## src/rtl/timer_sched_pkg.sv

```systemverilog
// timer_sched_pkg: shared state encoding and default sizing for the timer scheduler.
package timer_sched_pkg;
   typedef enum logic [1:0] {IDLE, RUN, DONE} state_t;
   localparam int NUM_REQ_DEF = 4;
   localparam int CNT_W_DEF = 32;
   localparam int CYC_0P5S = 25_000_000;
endpackage

```

## src/rtl/timer_scheduler_rr_arbiter.sv

```systemverilog
// rr_arbiter: combinational round-robin pick; first requester at or after ptr wins.
module rr_arbiter #(
   parameter int NUM_REQ = 4,
   localparam int IDW = $clog2(NUM_REQ)
) (
   input  logic [NUM_REQ-1:0] req,
   input  logic [IDW-1:0]     ptr,
   output logic               valid,
   output logic [IDW-1:0]     idx
);
   always_comb begin
      valid = |req;
      idx = '0;
      // Scan from farthest to nearest so the closest requester to ptr is assigned last.
      for (int i = NUM_REQ - 1; i >= 0; i--)
         if (req[(int'(ptr) + i) % NUM_REQ]) idx = IDW'((int'(ptr) + i) % NUM_REQ);
   end
endmodule

```

## src/rtl/timer_scheduler.sv

```systemverilog
// timer_scheduler: one interval counter shared round-robin between NUM_REQ requesters.
module timer_scheduler import timer_sched_pkg::*; #(
   parameter int NUM_REQ = NUM_REQ_DEF,
   parameter int CNT_W = CNT_W_DEF,
   localparam int IDW = $clog2(NUM_REQ)
) (
   input  logic                     clk,
   input  logic                     reset,
   input  logic [NUM_REQ-1:0]       req,
   input  logic [NUM_REQ*CNT_W-1:0] duration,
   output logic [NUM_REQ-1:0]       grant,
   output logic [NUM_REQ-1:0]       done,
   output logic                     busy,
   output logic [IDW-1:0]           active_id,
   output logic [CNT_W-1:0]         remaining
);
   state_t state_q, state_d;
   logic [IDW-1:0] winner_q, winner_d, ptr_q, ptr_d, next_ptr, arb_idx;
   logic [CNT_W-1:0] remaining_q, remaining_d, dur_sel;
   logic arb_valid;

   rr_arbiter #(.NUM_REQ(NUM_REQ)) u_arb (
      .req(req),
      .ptr(ptr_q),
      .valid(arb_valid),
      .idx(arb_idx)
   );

   assign dur_sel = duration[int'(arb_idx)*CNT_W +: CNT_W];
   assign next_ptr = (winner_q == IDW'(NUM_REQ - 1)) ? '0 : winner_q + 1'b1;

   always_comb begin
      state_d = state_q;
      winner_d = winner_q;
      ptr_d = ptr_q;
      remaining_d = remaining_q;
      case (state_q)
         IDLE: if (arb_valid) begin
            winner_d = arb_idx;
            // A zero duration behaves as one cycle, so the load value saturates at 0.
            remaining_d = (dur_sel == '0) ? '0 : dur_sel - 1'b1;
            state_d = RUN;
         end
         RUN: if (!req[winner_q]) begin
            state_d = IDLE;
            remaining_d = '0;
            ptr_d = next_ptr;
         end else if (remaining_q == '0) state_d = DONE;
         else remaining_d = remaining_q - 1'b1;
         DONE: begin
            state_d = IDLE;
            ptr_d = next_ptr;
         end
         default: state_d = IDLE;
      endcase
   end

   always_ff @(posedge clk) begin
      if (reset) begin
         state_q <= IDLE;
         winner_q <= '0;
         ptr_q <= '0;
         remaining_q <= '0;
      end else begin
         state_q <= state_d;
         winner_q <= winner_d;
         ptr_q <= ptr_d;
         remaining_q <= remaining_d;
      end
   end

   assign grant = (state_q != IDLE) ? NUM_REQ'(1) << winner_q : '0;
   assign done = (state_q == DONE) ? NUM_REQ'(1) << winner_q : '0;
   assign busy = state_q != IDLE;
   assign active_id = winner_q;
   assign remaining = remaining_q;
endmodule

```

## config.mk

```make
export PLATFORM = sky130hd
export DESIGN_NAME = timer_scheduler
export DESIGN_NICKNAME = d
export VERILOG_FILES = /design/src/rtl/timer_sched_pkg.sv /design/src/rtl/timer_scheduler_rr_arbiter.sv /design/src/rtl/timer_scheduler.sv
export SDC_FILE = /design/constraint.sdc
export NUM_CORES = 1
export LEC_CHECK = 0
export BUFFER_PORTS_ARGS = -buffer_cell sky130_fd_sc_hd__clkbuf_2
export CAP_MARGIN = 10
export CORE_MARGIN = 8
export CORE_UTILIZATION = 25
export DETAILED_ROUTE_END_ITERATION = 8
export PLACE_DENSITY = 0.51
export SYNTH_ARGS = -nofsm -noshare
export SYNTH_HDL_FRONTEND = slang
export SYNTH_SLANG_ARGS = --single-unit
```

## constraint.sdc

```tcl
create_clock -name clk -period 5.7 [get_ports clk]
set_clock_uncertainty 0.15 [all_clocks]
set_input_delay 0.57 -clock clk [delete_from_list [all_inputs] [get_ports clk]]
set_output_delay 0.57 -clock clk [all_outputs]
set_load 0.05 [all_outputs]
```

Word-level counts from Yosys, hierarchy flattened
Index checks and enable logic that the tools add are counted.
{"block": "op_classes", "addsub": 6, "n_lt_le_gt_ge": 5, "n_eq_ne": 7, "n_shift": 2, "mux": 31, "bitwise": 3, "n_reduce_logical": 14}
{"cell": "32-bit 2-to-1 mux", "count": 4}
{"cell": "128-bit by 8-bit variable part select with 32-bit output", "count": 1}
{"cell": "32-bit zero test", "count": 2}
{"cell": "32-bit case mux with 2 select lines", "count": 1}
{"cell": "32-bit by 1-bit subtractor with 32-bit output (second input constant)", "count": 2}
{"cell": "2-bit 2-to-1 mux", "count": 9}
{"cell": "3-bit by 4-bit < comparator with 1-bit output (second input constant)", "count": 3}
{"cell": "1-bit binary-select mux with 2-bit select", "count": 5}
{"cell": "1-bit 2-to-1 mux", "count": 8}
{"cell": "4-bit 2-to-1 mux", "count": 2}
{"cell": "2-bit case mux with 2 select lines", "count": 2}
{"cell": "2-bit by 3-bit < comparator with 1-bit output (second input constant)", "count": 2}
{"cell": "3-bit != test (second input constant)", "count": 2}
{"cell": "2-bit AND reduction", "count": 3}
{"cell": "2-bit nonzero test", "count": 3}
{"cell": "2-bit OR reduction", "count": 3}
{"cell": "2-bit by 1-bit adder with 2-bit output (second input constant)", "count": 2}
{"cell": "2-bit adder (second input constant)", "count": 2}
{"cell": "2-bit equality test (second input constant)", "count": 2}
{"cell": "2-bit != test (second input constant)", "count": 2}
{"cell": "4-bit OR reduction", "count": 1}
{"cell": "1-bit by 2-bit << shifter with 4-bit output (first input constant)", "count": 1}
{"cell": "1-bit bitwise AND (first input constant)", "count": 3}
{"cell": "3-bit AND reduction", "count": 1}
{"cell": "other kinds (2)", "count": 2}
{"block": "totals", "ff_bits": 38, "in_bits": 134, "out_inout_bits": 43, "word_cells": 72}

Depth between registers and ports, before layout
Gate-level depths: netlist (run 1).
{"block": "depth", "word_depth": 15, "mapped_depth": 15, "mapped_depth_nobuf": 11}

Modules after synthesis
Synthesis (run 1) repeated with hierarchy kept, for this count alone.
{"block": "unflattened", "hier_cells": 463, "hier_area_um2": 3799.9}
{"mod": "timer_scheduler", "n_inst": 1, "cells_per_inst": 450, "area_each_um2": 3722.3, "seq_area_each_um2": 760.7}
{"mod": "rr_arbiter", "n_inst": 1, "cells_per_inst": 13, "area_each_um2": 77.6, "seq_area_each_um2": 0.0}

Worst setup path before layout (run 1)
OpenSTA, ideal clock, no wires.
{"block": "synth_path", "path_kind": "in2reg", "from": "input req[0]", "to": "register remaining_q[28], in the netlist remaining[28]", "setup_ps": 75, "arrival_ps": 3340, "t_required_ps": 5475, "setup_slack_ps": 2135, "cell_stages": 13, "path_buffers": 2, "path_cell_list": "and2_4 -> and2_4 -> or3_1 -> buf_6 -> buf_8 -> a211oi_4 -> or2_2 -> ha_1 -> nand4_1 -> nor4_4 -> and4_1 -> mux2_2 -> o22ai_1"}
{"block": "synth_between", "elab_chain_len": 12, "elab_cells_between_ends": 28, "cone_classes": "add/sub (1); eq/ne (2); shift (1); mux (21); reduce/logical (3)"}
{"item": "start: declaration", "line": "timer_scheduler.sv:9", "rtl": "input logic [NUM_REQ-1:0] req,"}
{"item": "1-bit binary-select mux with 2-bit select", "line": "timer_scheduler_rr_arbiter.sv:16", "rtl": "if (req[(int'(ptr) + i) % NUM_REQ]) idx = IDW'((int'(ptr) + i) % NUM_REQ);"}
{"item": "1-bit 2-to-1 mux (implied by the code) (2 in a row)", "line": "timer_scheduler_rr_arbiter.sv:16"}
{"item": "2-bit 2-to-1 mux (4 in a row)", "line": "timer_scheduler_rr_arbiter.sv:16"}
{"item": "128-bit by 8-bit variable part select with 32-bit output", "line": "timer_scheduler.sv:29", "rtl": "assign dur_sel = duration[int'(arb_idx)*CNT_W +: CNT_W];"}
{"item": "32-bit by 1-bit subtractor with 32-bit output / 32-bit zero test (equally long branches)", "line": "timer_scheduler.sv:41", "rtl": "remaining_d = (dur_sel == '0) ? '0 : dur_sel - 1'b1;"}
{"item": "32-bit 2-to-1 mux", "line": "timer_scheduler.sv:41"}
{"item": "32-bit 2-to-1 mux", "line": "timer_scheduler.sv:38", "rtl": "IDLE: if (arb_valid) begin"}
{"item": "32-bit case mux with 2 select lines", "line": "timer_scheduler.sv:37", "rtl": "case (state_q)"}
{"item": "end signal: assignment", "line": "timer_scheduler.sv:68", "rtl": "remaining_q <= remaining_d;"}
{"item": "end: declaration", "line": "timer_scheduler.sv:19", "rtl": "logic [CNT_W-1:0] remaining_q, remaining_d, dur_sel;"}
Several ways; a longest one is shown, not always the timed one. The select of a mux whose other input is x is not followed.
A chain may end at the register's enable or synchronous reset.

Final worst setup path (run 1)
{"block": "layout_path", "from": "register ptr_q[1]", "to": "register remaining_q[16], in the netlist remaining[16]"}
{"block": "layout_between", "elab_chain_len": 13, "elab_cells_between_ends": 24, "cone_classes": "add/sub (4); shift (1); mux (18); reduce/logical (1)"}
{"item": "start: declaration", "line": "timer_scheduler.sv:18", "rtl": "logic [IDW-1:0] winner_q, winner_d, ptr_q, ptr_d, next_ptr, arb_idx;"}
{"item": "start signal: assignment", "line": "timer_scheduler.sv:67", "rtl": "ptr_q <= ptr_d;"}
{"item": "2-bit adder", "line": "timer_scheduler_rr_arbiter.sv:16"}
{"item": "1-bit binary-select mux with 2-bit select", "line": "timer_scheduler_rr_arbiter.sv:16"}
{"item": "1-bit 2-to-1 mux (implied by the code) (2 in a row)", "line": "timer_scheduler_rr_arbiter.sv:16"}
{"item": "2-bit 2-to-1 mux (3 in a row)", "line": "timer_scheduler_rr_arbiter.sv:16"}
{"item": "2-bit 2-to-1 mux *", "line": "timer_scheduler_rr_arbiter.sv:16"}
{"item": "128-bit by 8-bit variable part select with 32-bit output *", "line": "timer_scheduler.sv:29"}
{"item": "32-bit by 1-bit subtractor with 32-bit output / 32-bit zero test (equally long branches)", "line": "timer_scheduler.sv:41"}
{"item": "32-bit 2-to-1 mux *", "line": "timer_scheduler.sv:41"}
{"item": "32-bit 2-to-1 mux *", "line": "timer_scheduler.sv:38"}
{"item": "32-bit case mux with 2 select lines *", "line": "timer_scheduler.sv:37"}
Every way passes the cells marked *; elsewhere a longest branch is shown, timed or not. The select of a mux whose other input is x is not followed.

==> flow_metrics.env, run 1 <==
export IMPL_slowest_stage="or3_1"
export IMPL_die_w_um=150
export IMPL_synth_top_area_share_pct=17.0
export IMPL_synth_warnings=0
export IMPL_syn_nets=777
export IMPL_first_global_vias=4944
export IMPL_cts_setup_buffers=0
export IMPL_wl_per_cell_um=17.6
export IMPL_grt_ovfl_total=0
export IMPL_final_cell_mix="176 x clkbuf_2, 70 x nand2_1, 50 x nor2_1, 50 x o21ai_0, 48 x nand3_1"
export IMPL_nets=927
export IMPL_p_sw_mw=0.623
export IMPL_htreeDepth=2
export IMPL_synth_async_reset_ratio_pct=0
export IMPL_p_leak_nw=2.50
export IMPL_critPathCaptureType="flop"
export IMPL_final_common_cell="clkbuf_2"
export IMPL_placementRows=49
export IMPL_startpoint_type="flop"
export IMPL_drt_first_pass_iters=7
export IMPL_synth_area_sq_mm=0.00447
export IMPL_use_met2_pct=22.6
export IMPL_drt_iter0_markers=410
export IMPL_worstMarginPinSlew_ps=1040
export IMPL_cts_hold_buffers_added=0
export IMPL_pin_count=177
export IMPL_grt_max_degree=46
export IMPL_tritoncts="done"
export IMPL_place_ws_ps=689
export IMPL_relSlewSlack_pct=30.7
export IMPL_synth_ff_type="dfxtp_1"
export IMPL_synth_top_area_cell="dfxtp_1"
export IMPL_diodes=0
export IMPL_clk_path_buf_depth=2
export IMPL_clkTransAtPathRegs_ps=60
export IMPL_fp_dieH_um=150
export IMPL_min_delay_path_depth=2
export IMPL_path_cells="mux2i_1 -> nor2_1 -> or3_1 -> a211oi_4 -> or2_2 -> ha_1 -> nand4_1 -> nor4_4 -> nand3_1 -> o211ai_1 -> a21oi_1"
export IMPL_fin_crit_sh_pct=82.8
export IMPL_syn_area_per_cell_sq_um=7.02
export IMPL_rr_worst_depth=11
export IMPL_hold_viol_final=0
export IMPL_cts_sinks=38
export IMPL_syn_inst=637
export IMPL_setup_viol=0
export IMPL_slowest_delay_ps=800
export IMPL_combPwrFrac_pct=53.7
export IMPL_ctsRootBufferMaster="clkbuf_16"
export IMPL_cts_resized=0
export IMPL_met3_usage_pct=3.69
export IMPL_route_detailed_drc=0
export IMPL_place_congestion=0.797
export IMPL_crit_arrival_ps=4700
export IMPL_hpwl_um=14300
export IMPL_synth_seq_area_share_pct=17.0
export IMPL_area_growth_pct=25.3
export IMPL_dr_total_vias=5252
export IMPL_maxCapViolCount=0
export IMPL_routed_wl_um=17900
export IMPL_pwr_share_clk_pct=20.5
export IMPL_insertion_delay_ps=290
export IMPL_busiest_layer="met2"
export IMPL_fp_dieArea_sq_mm=0.0224
export IMPL_numCtsBuffers=5
export IMPL_synth_edf_count=0
export IMPL_drive_gt1_share_pct=31.7
export IMPL_setup_tns_ps=0
export IMPL_rsz0062_at_grt="false"
export IMPL_swShare_pct=46.5
export IMPL_grt_use_total_pct=15.4
export IMPL_status="finished, final reports clean"
export IMPL_grt_pass1_wl_um=27800
export IMPL_crit_type="reg2reg"
export IMPL_ys_seq_elements=38
export IMPL_p_seq_share_pct=25.8
export IMPL_hold_class="reg2reg"
export IMPL_antenna_left=0
export IMPL_core_sq_mm=0.0178
export IMPL_use_met1_pct=22.2
export IMPL_yosysUniqueCellTypes=72
export IMPL_min_period_ps=4720
export IMPL_start_util_pct=25.1
export IMPL_drv_slew=0
export IMPL_drt_vias_per_instance=5.17
export IMPL_powerDensity_mw_per_mm2=239
export IMPL_p_total_mw=1.34
export IMPL_required_ps=5680
export IMPL_intPower_mw=0.717
export IMPL_timing_fmax_ghz=0.212
export IMPL_worst_slack_ps=979
export IMPL_port_buffers=176
export IMPL_synth_area_leaders="dfxtp_1 17%, nand2_1 5.9%, o21ai_0 5.6%"
export IMPL_vdd_ir_drop_max_mv=0.101
export IMPL_antenna_found_initial=0
export IMPL_cp_max_fo=24
==> per-layer routing <==
| layer | vias up | part of all wire, % |
|---|---|---|
| met1 | 2377 | 50 |
| met3 | 11 | 6.4 |
| li1 | 2692 | - |
| met2 | 172 | 42 |
| met5 | - | 0 |
| met4 | 0 | 1.0 |
==> worst paths after layout <==
kind	start	to	slack (ps)
setup / recovery	ptr_q[1]	remaining[16]	980
hold / removal	remaining[25]	remaining[25]	380
setup reg to reg	ptr_q[1]	remaining[16]	980
hold reg to reg	remaining[25]	remaining[25]	380
==> flip-flops by register name (all words and copies together), names as in the netlist <==
signal / count
state_q: 2
remaining: 32
ptr_q: 2
active_id: 2
==> kinds of logic after synthesis <==
group	after synthesis	share of synthesized area [%]
AO/OA/AOI/OAI	200	30.6
XOR/XNOR	15	2.94
adder cells (fa/ha/maj)	6	1.68
buffers and inverters	53	6.72
flip-flops	38	17.0
multiplexers	12	3.05
AND/OR/NAND/NOR	313	38.0
==> layout make-up <==
class                   instances  area (sq um)
multi-input cells             546          3410
well taps                     229           287
fillers                      1971         12200
clock buffers                   6           139
inverters                       8          30.0
flip-flops and latches         38           761
repair buffers                188           975
==> power groups by stage <==
stage	combinational [mW]	clock, mW	sequential [mW]
after CTS	0.722	0.281	0.346
after detailed placement	0.718	0	0.352
after floorplan	0.420	0	0.446
after global placement	0.716	0	0.353
after global routing	0.785	0.291	0.353
final	0.719	0.275	0.346
==> critical path: cells and delay by family, from the launching register on <==
kind | cells | cell delay (ps)
flip-flops | 1 | 410
AND/OR/NAND/NOR | 6 | 2700
multiplexers | 1 | 210
adder cells (fa/ha/maj) | 1 | 220
AO/OA/AOI/OAI | 3 | 870
==> metrics by stage <==
step	std cells	util (%)	cell area (sq um)	hold slack, ps
after floorplan	637	-	4470	348
after global placement	1008	30.6	5450	370
after detailed placement	1009	30.7	5460	371
after CTS	1015	31.5	5600	379
after global routing	1015	31.5	5600	408
final	1015	31.5	5600	378
==> synth_stat cells, drive strengths merged, types with 3 or more instances <==
cell	count
or4	3
mux2	3
nand2b	5
or2	5
xnor2	10
or3	10
nand2	71
o211ai	5
a31o	20
dfxtp	38
a211oi	35
a31oi	15
nor4	13
and3	35
inv	8
nor2	51
a22oi	6
and2	13
mux2i	8
clkbuf	22
nor3	28
nand4	8
o21ai	56
nand3	49
a21oi	40
and4	6
ha	6
nand3b	3
a32oi	3
nor2b	9
buf	22
xor2	5
Note: power is estimated with default switching activity, not from simulation.
==> inputs of run 2 (changes only) <==
--- a/config.mk
+++ b/config.mk
@@ -10,7 +10,7 @@
 export CORE_MARGIN = 8
 export CORE_UTILIZATION = 25
 export DETAILED_ROUTE_END_ITERATION = 8
-export PLACE_DENSITY = 0.51
+export PLACE_DENSITY = 0.52
 export SYNTH_ARGS = -nofsm -noshare
 export SYNTH_HDL_FRONTEND = slang
 export SYNTH_SLANG_ARGS = --single-unit
==> constraint.sdc (replaced) <==
create_clock -name clk -period 4.03 [get_ports clk]
set_clock_uncertainty 0.15 [all_clocks]
set_input_delay 0.403 -clock clk [delete_from_list [all_inputs] [get_ports clk]]
set_output_delay 0.403 -clock clk [all_outputs]
set_load 0.05 [all_outputs]
==> flow_metrics.env, run 2 (synthesis results as in run 1) <==
export IMPL_crit_type="reg2reg"
export IMPL_slowest_delay_ps=470
export IMPL_nets=937
export IMPL_hpwl_um=14600
export IMPL_timing_fmax_ghz=0.273
export IMPL_clk_path_buf_depth=2
export IMPL_min_period_ps=3670
export IMPL_area_growth_pct=27.3
export IMPL_slowest_stage="nor4_4"
export IMPL_placementRows=49
export IMPL_wl_per_cell_um=17.7
export IMPL_hold_class="reg2reg"
export IMPL_ctsRootBufferMaster="clkbuf_16"
export IMPL_vdd_ir_drop_max_mv=0.175
export IMPL_htreeDepth=2
export IMPL_crit_path_frequent_cell="mux2i_1"
export IMPL_final_common_cell="clkbuf_2"
export IMPL_antenna_left=0
export IMPL_clkTransAtPathRegs_ps=60
export IMPL_p_leak_nw=2.54
export IMPL_diodes=0
export IMPL_port_buffers=176
export IMPL_startpoint_type="flop"
export IMPL_drive_gt1_share_pct=32.7
export IMPL_worst_path_buf_inv=2
export IMPL_cts_hold_buffers_added=0
export IMPL_cts_sinks=38
export IMPL_cts_setup_buffers=0
export IMPL_fp_dieArea_sq_mm=0.0224
export IMPL_relSlewSlack_pct=39.7
export IMPL_fp_dieH_um=150
export IMPL_tritoncts="done"
export IMPL_grt_max_degree=41
export IMPL_hold_viol_final=0
export IMPL_fin_crit_sh_pct=91.0
export IMPL_grt_pass1_wl_um=28400
export IMPL_crit_arrival_ps=3640
export IMPL_pin_count=177
export IMPL_largest_reg_flops=32
export IMPL_core_sq_mm=0.0178
export IMPL_setup_viol=0
export IMPL_numCtsBuffers=5
export IMPL_first_global_vias=5240
export IMPL_cp_max_fo=30
export IMPL_final_cell_mix="176 x clkbuf_2, 70 x nand2_1, 50 x nor2_1, 50 x o21ai_0, 47 x nand3_1"
export IMPL_rsz0062_at_grt="false"
export IMPL_drt_vias_per_instance=5.19
export IMPL_maxCapViolCount=0
export IMPL_worstMarginPinSlew_ps=905
export IMPL_drv_slew=0
export IMPL_cts_resized=0
export IMPL_antenna_found_initial=0
export IMPL_grt_ovfl_total=0
export IMPL_stdcell_count=1026
export IMPL_drt_iter0_markers=427
export IMPL_path_cells="mux2i_1 -> nor2_1 -> or3_1 -> buf_4 -> mux2i_1 -> mux2i_1 -> nor4_4 -> buf_4 -> a31oi_1 -> o21ai_0 -> a211oi_1"
export IMPL_start_util_pct=25.1
export IMPL_drt_first_pass_iters=5
export IMPL_dp_cells=1018
export IMPL_place_congestion=0.835
export IMPL_cp_top_family="simple AND/OR/NAND/NOR gates"
export IMPL_grt_use_total_pct=15.6
export IMPL_reg2reg_slack_ps=360
export IMPL_powerDensity_mw_per_mm2=336
export IMPL_die_w_um=150
export IMPL_setup_tns_ps=0
export IMPL_critPathCaptureType="flop"
export IMPL_route_detailed_drc=0
export IMPL_dr_total_vias=5322
export IMPL_routed_wl_um=18100
export IMPL_insertion_delay_ps=280
export IMPL_required_ps=4000
export IMPL_status="finished, final reports clean"
## run 2: changes by cell type in the layout (fill, tap and decap cells not counted), sizes merged
cell	delta
buf	+10
clkbuf	-1
clkinvlp	+2
## run 2: layout make-up
class,instances,area (sq um)
repair buffers,198,1060
clock inverters,2,15.0
inverters,8,30.0
well taps,229,287
multi-input cells,546,3410
fillers,2001,12100
flip-flops and latches,38,761
clock buffers,5,125
## run 2: layer usage
layer  wire, um  vias to the layer above  track usage (%)
met5          0                        -                0
met4        177                        0             2.70
met3       1160                       10             3.75
met2       7770                      184             23.7
met1       9020                     2415             22.0
li1           -                     2713                -
## run 2: worst min-delay path, stage by stage, from the launching register on
cell and delay [ps]:
dfxtp_1 330, nor2_1 110, nor4_1 50
## run 2: path summary, 6_finish.rpt
kind | start | end | cells past startpoint
worst max-delay path | ptr_q[1] | remaining[24] | 11
worst min register to register | remaining[25] | remaining[25] | 2
worst max register to register | ptr_q[1] | remaining[24] | 11
worst min-delay path | remaining[25] | remaining[25] | 2
## run 2: power by group
part	leakage (nW)	switching, mW	internal, mW
logic	2.17	0.666	0.367
clock network	0.0619	0.159	0.226
registers	0.314	0.0681	0.423
## run 2: metrics by stage
| stage | hold slack [ps] | total power, mW | setup slack (ps) | utilization, % | area, sq um |
|---|---|---|---|---|---|
| 5_1_grt | 420 | 2.04 | 94.4 | 32.0 | 5690 |
| 3_5_place_dp | 377 | 1.53 | 85.4 | 31.1 | 5540 |
| 2_1_floorplan | 348 | 1.22 | 632 | - | 4470 |
| 6_report | 384 | 1.91 | 363 | 32.0 | 5690 |
| 4_1_cts | 385 | 1.92 | 153 | 31.9 | 5680 |
| 3_3_place_gp | 378 | 1.53 | 133 | 31.1 | 5540 |
==> inputs of run 3 (changes only) <==
--- a/config.mk
+++ b/config.mk
@@ -8,9 +8,9 @@
 export BUFFER_PORTS_ARGS = -buffer_cell sky130_fd_sc_hd__clkbuf_2
 export CAP_MARGIN = 10
 export CORE_MARGIN = 8
-export CORE_UTILIZATION = 25
+export CORE_UTILIZATION = 35
 export DETAILED_ROUTE_END_ITERATION = 8
-export PLACE_DENSITY = 0.52
+export PLACE_DENSITY = 0.67
 export SYNTH_ARGS = -nofsm -noshare
 export SYNTH_HDL_FRONTEND = slang
 export SYNTH_SLANG_ARGS = --single-unit
==> flow_metrics.env, run 3 (synthesis results as in run 1) <==
export IMPL_antenna_left=0
export IMPL_fin_crit_sh_pct=91.6
export IMPL_rsz0062_at_grt="false"
export IMPL_fill_cells=1330
export IMPL_crit_type="reg2reg"
export IMPL_grt_ovfl_total=0
export IMPL_cp_max_fo=30
export IMPL_area_growth_pct=27.5
export IMPL_routed_wl_um=16400
export IMPL_drt_iter0_markers=370
export IMPL_required_ps=4060
export IMPL_drv_slew=0
export IMPL_tritoncts="done"
export IMPL_antenna_found_initial=0
export IMPL_diodes=0
export IMPL_min_period_ps=3690
export IMPL_regArea_sq_um=761
export IMPL_fp_dieArea_sq_mm=0.0166
export IMPL_drt_vias_per_instance=5.56
export IMPL_hold_viol_final=0
export IMPL_dr_total_vias=5414
export IMPL_multiInputGateArea_sq_mm=0.00341
export IMPL_start_util_pct=35.6
export IMPL_clkTransAtPathRegs_ps=60
export IMPL_powerDensity_mw_per_mm2=355
export IMPL_dp_cells=963
export IMPL_setup_viol=0
export IMPL_dr_wl_met3_um=1270
export IMPL_placementRows=41
export IMPL_hold_class="reg2reg"
export IMPL_pin_count=177
export IMPL_drt_first_pass_iters=5
export IMPL_cts_sinks=38
export IMPL_insertion_delay_ps=280
export IMPL_drive_gt1_share_pct=33.0
export IMPL_critPathCaptureType="flop"
export IMPL_cts_resized=0
export IMPL_port_buffers=176
export IMPL_core_sq_mm=0.0126
export IMPL_ctsRootBufferMaster="clkbuf_16"
export IMPL_setup_tns_ps=0
export IMPL_worstMarginPinSlew_ps=995
export IMPL_clk_path_buf_depth=2
export IMPL_route_met2_wl_um=7410
export IMPL_rr_worst_depth=14
export IMPL_htreeDepth=2
export IMPL_nets=941
export IMPL_p_leak_nw=2.60
export IMPL_p_total_mw=2.02
export IMPL_grt_max_degree=41
export IMPL_stdcell_count=974
export IMPL_fp_dieH_um=129
export IMPL_wl_per_cell_um=16.9
export IMPL_grt_pass1_wl_um=26100
export IMPL_startpoint_type="flop"
export IMPL_route_detailed_drc=0
export IMPL_final_common_cell="clkbuf_2"
export IMPL_path_cells="nand2b_1 -> a21oi_1 -> or3_1 -> buf_4 -> nand3_1 -> nand2_1 -> ha_1 -> nand4_1 -> nor4_4 -> buf_4 -> buf_4 -> and4_1 -> o21ai_0 -> a211oi_1"
export IMPL_final_cell_mix="176 x clkbuf_2, 70 x nand2_1, 50 x nor2_1, 50 x o21ai_0, 48 x nand3_1"
export IMPL_die_w_um=129
export IMPL_postLayoutCoreUtil_pct=45.3
export IMPL_crit_arrival_ps=3720
export IMPL_vdd_ir_drop_max_mv=0.177
export IMPL_status="finished, final reports clean"
export IMPL_timing_fmax_ghz=0.271
export IMPL_place_congestion=0.832
export IMPL_slowest_stage="dfxtp_1"
export IMPL_top_layer="met4"
export IMPL_first_global_vias=5064
export IMPL_wl_met1_um=7590
export IMPL_grt_use_total_pct=19.0
export IMPL_relSlewSlack_pct=33.5
export IMPL_slowest_delay_ps=360
export IMPL_cts_setup_buffers=0
export IMPL_largest_reg_flops=32
export IMPL_crit_path_frequent_cell="buf_4"
export IMPL_hpwl_um=13300
export IMPL_cts_hold_buffers_added=0
export IMPL_min_delay_path_depth=2
export IMPL_numCtsBuffers=5
export IMPL_maxCapViolCount=0
run 3: cell types whose count changed in the layout (fill, tap and decap cells not counted), sizes merged:
cell,delta
buf,+4
bufinv,+2
clkinv,+1
clkinvlp,-2
run 3: area by class of cell:
cell class | count | area share (%)
multi-input combinational | 546 | 59.8
clock inverter | 3 | 1.21
clock buffer | 5 | 2.20
tap | 172 | 3.78
timing repair buffer | 202 | 19.1
sequential | 38 | 13.4
inverter | 8 | 0.527
run 3: critical path, delay by kind of cell (launching register included):
kind,cells,cell delay (ps)
AOI/OAI and AO/OA,3,600
and+or+nand+nor,7,1570
buffers and inverters,3,690
adders and majority gates,1,220
DFF,1,360
run 3: path summary, 6_finish.rpt:
check,startpoint,to,slack [ps]
setup / recovery,ptr_q[1],remaining[24],340
hold / removal,remaining[9],remaining[9],370
setup reg to reg,ptr_q[1],remaining[24],340
hold reg to reg,remaining[9],remaining[9],370
run 3: power by group:
part | switching (mW) | leakage [nW] | internal, mW | total, mW
Clock | 0.159 | 0.0940 | 0.356 | 0.515
Combinational | 0.653 | 2.19 | 0.367 | 1.02
Sequential | 0.0661 | 0.314 | 0.423 | 0.489
Total | 0.878 | 2.60 | 1.15 | 2.02
run 3: metrics by stage:
stage / setup WS, ps / hold WS [ps] / area [sq um]
final: 339 / 367 / 5700
after global routing: 57.7 / 386 / 5700
after CTS: 280 / 371 / 5670
after detailed placement: 163 / 363 / 5480
after global placement: 368 / 358 / 5480
after floorplan: 632 / 348 / 4470
run 3: routing by layer:
| metal | vias up | global-route usage (%) |
|---|---|---|
| li1 | 2724 | - |
| met5 | - | 0 |
| met1 | 2432 | 25.7 |
| met2 | 241 | 30.3 |
| met3 | 17 | 4.14 |
| met4 | 0 | 3.59 |
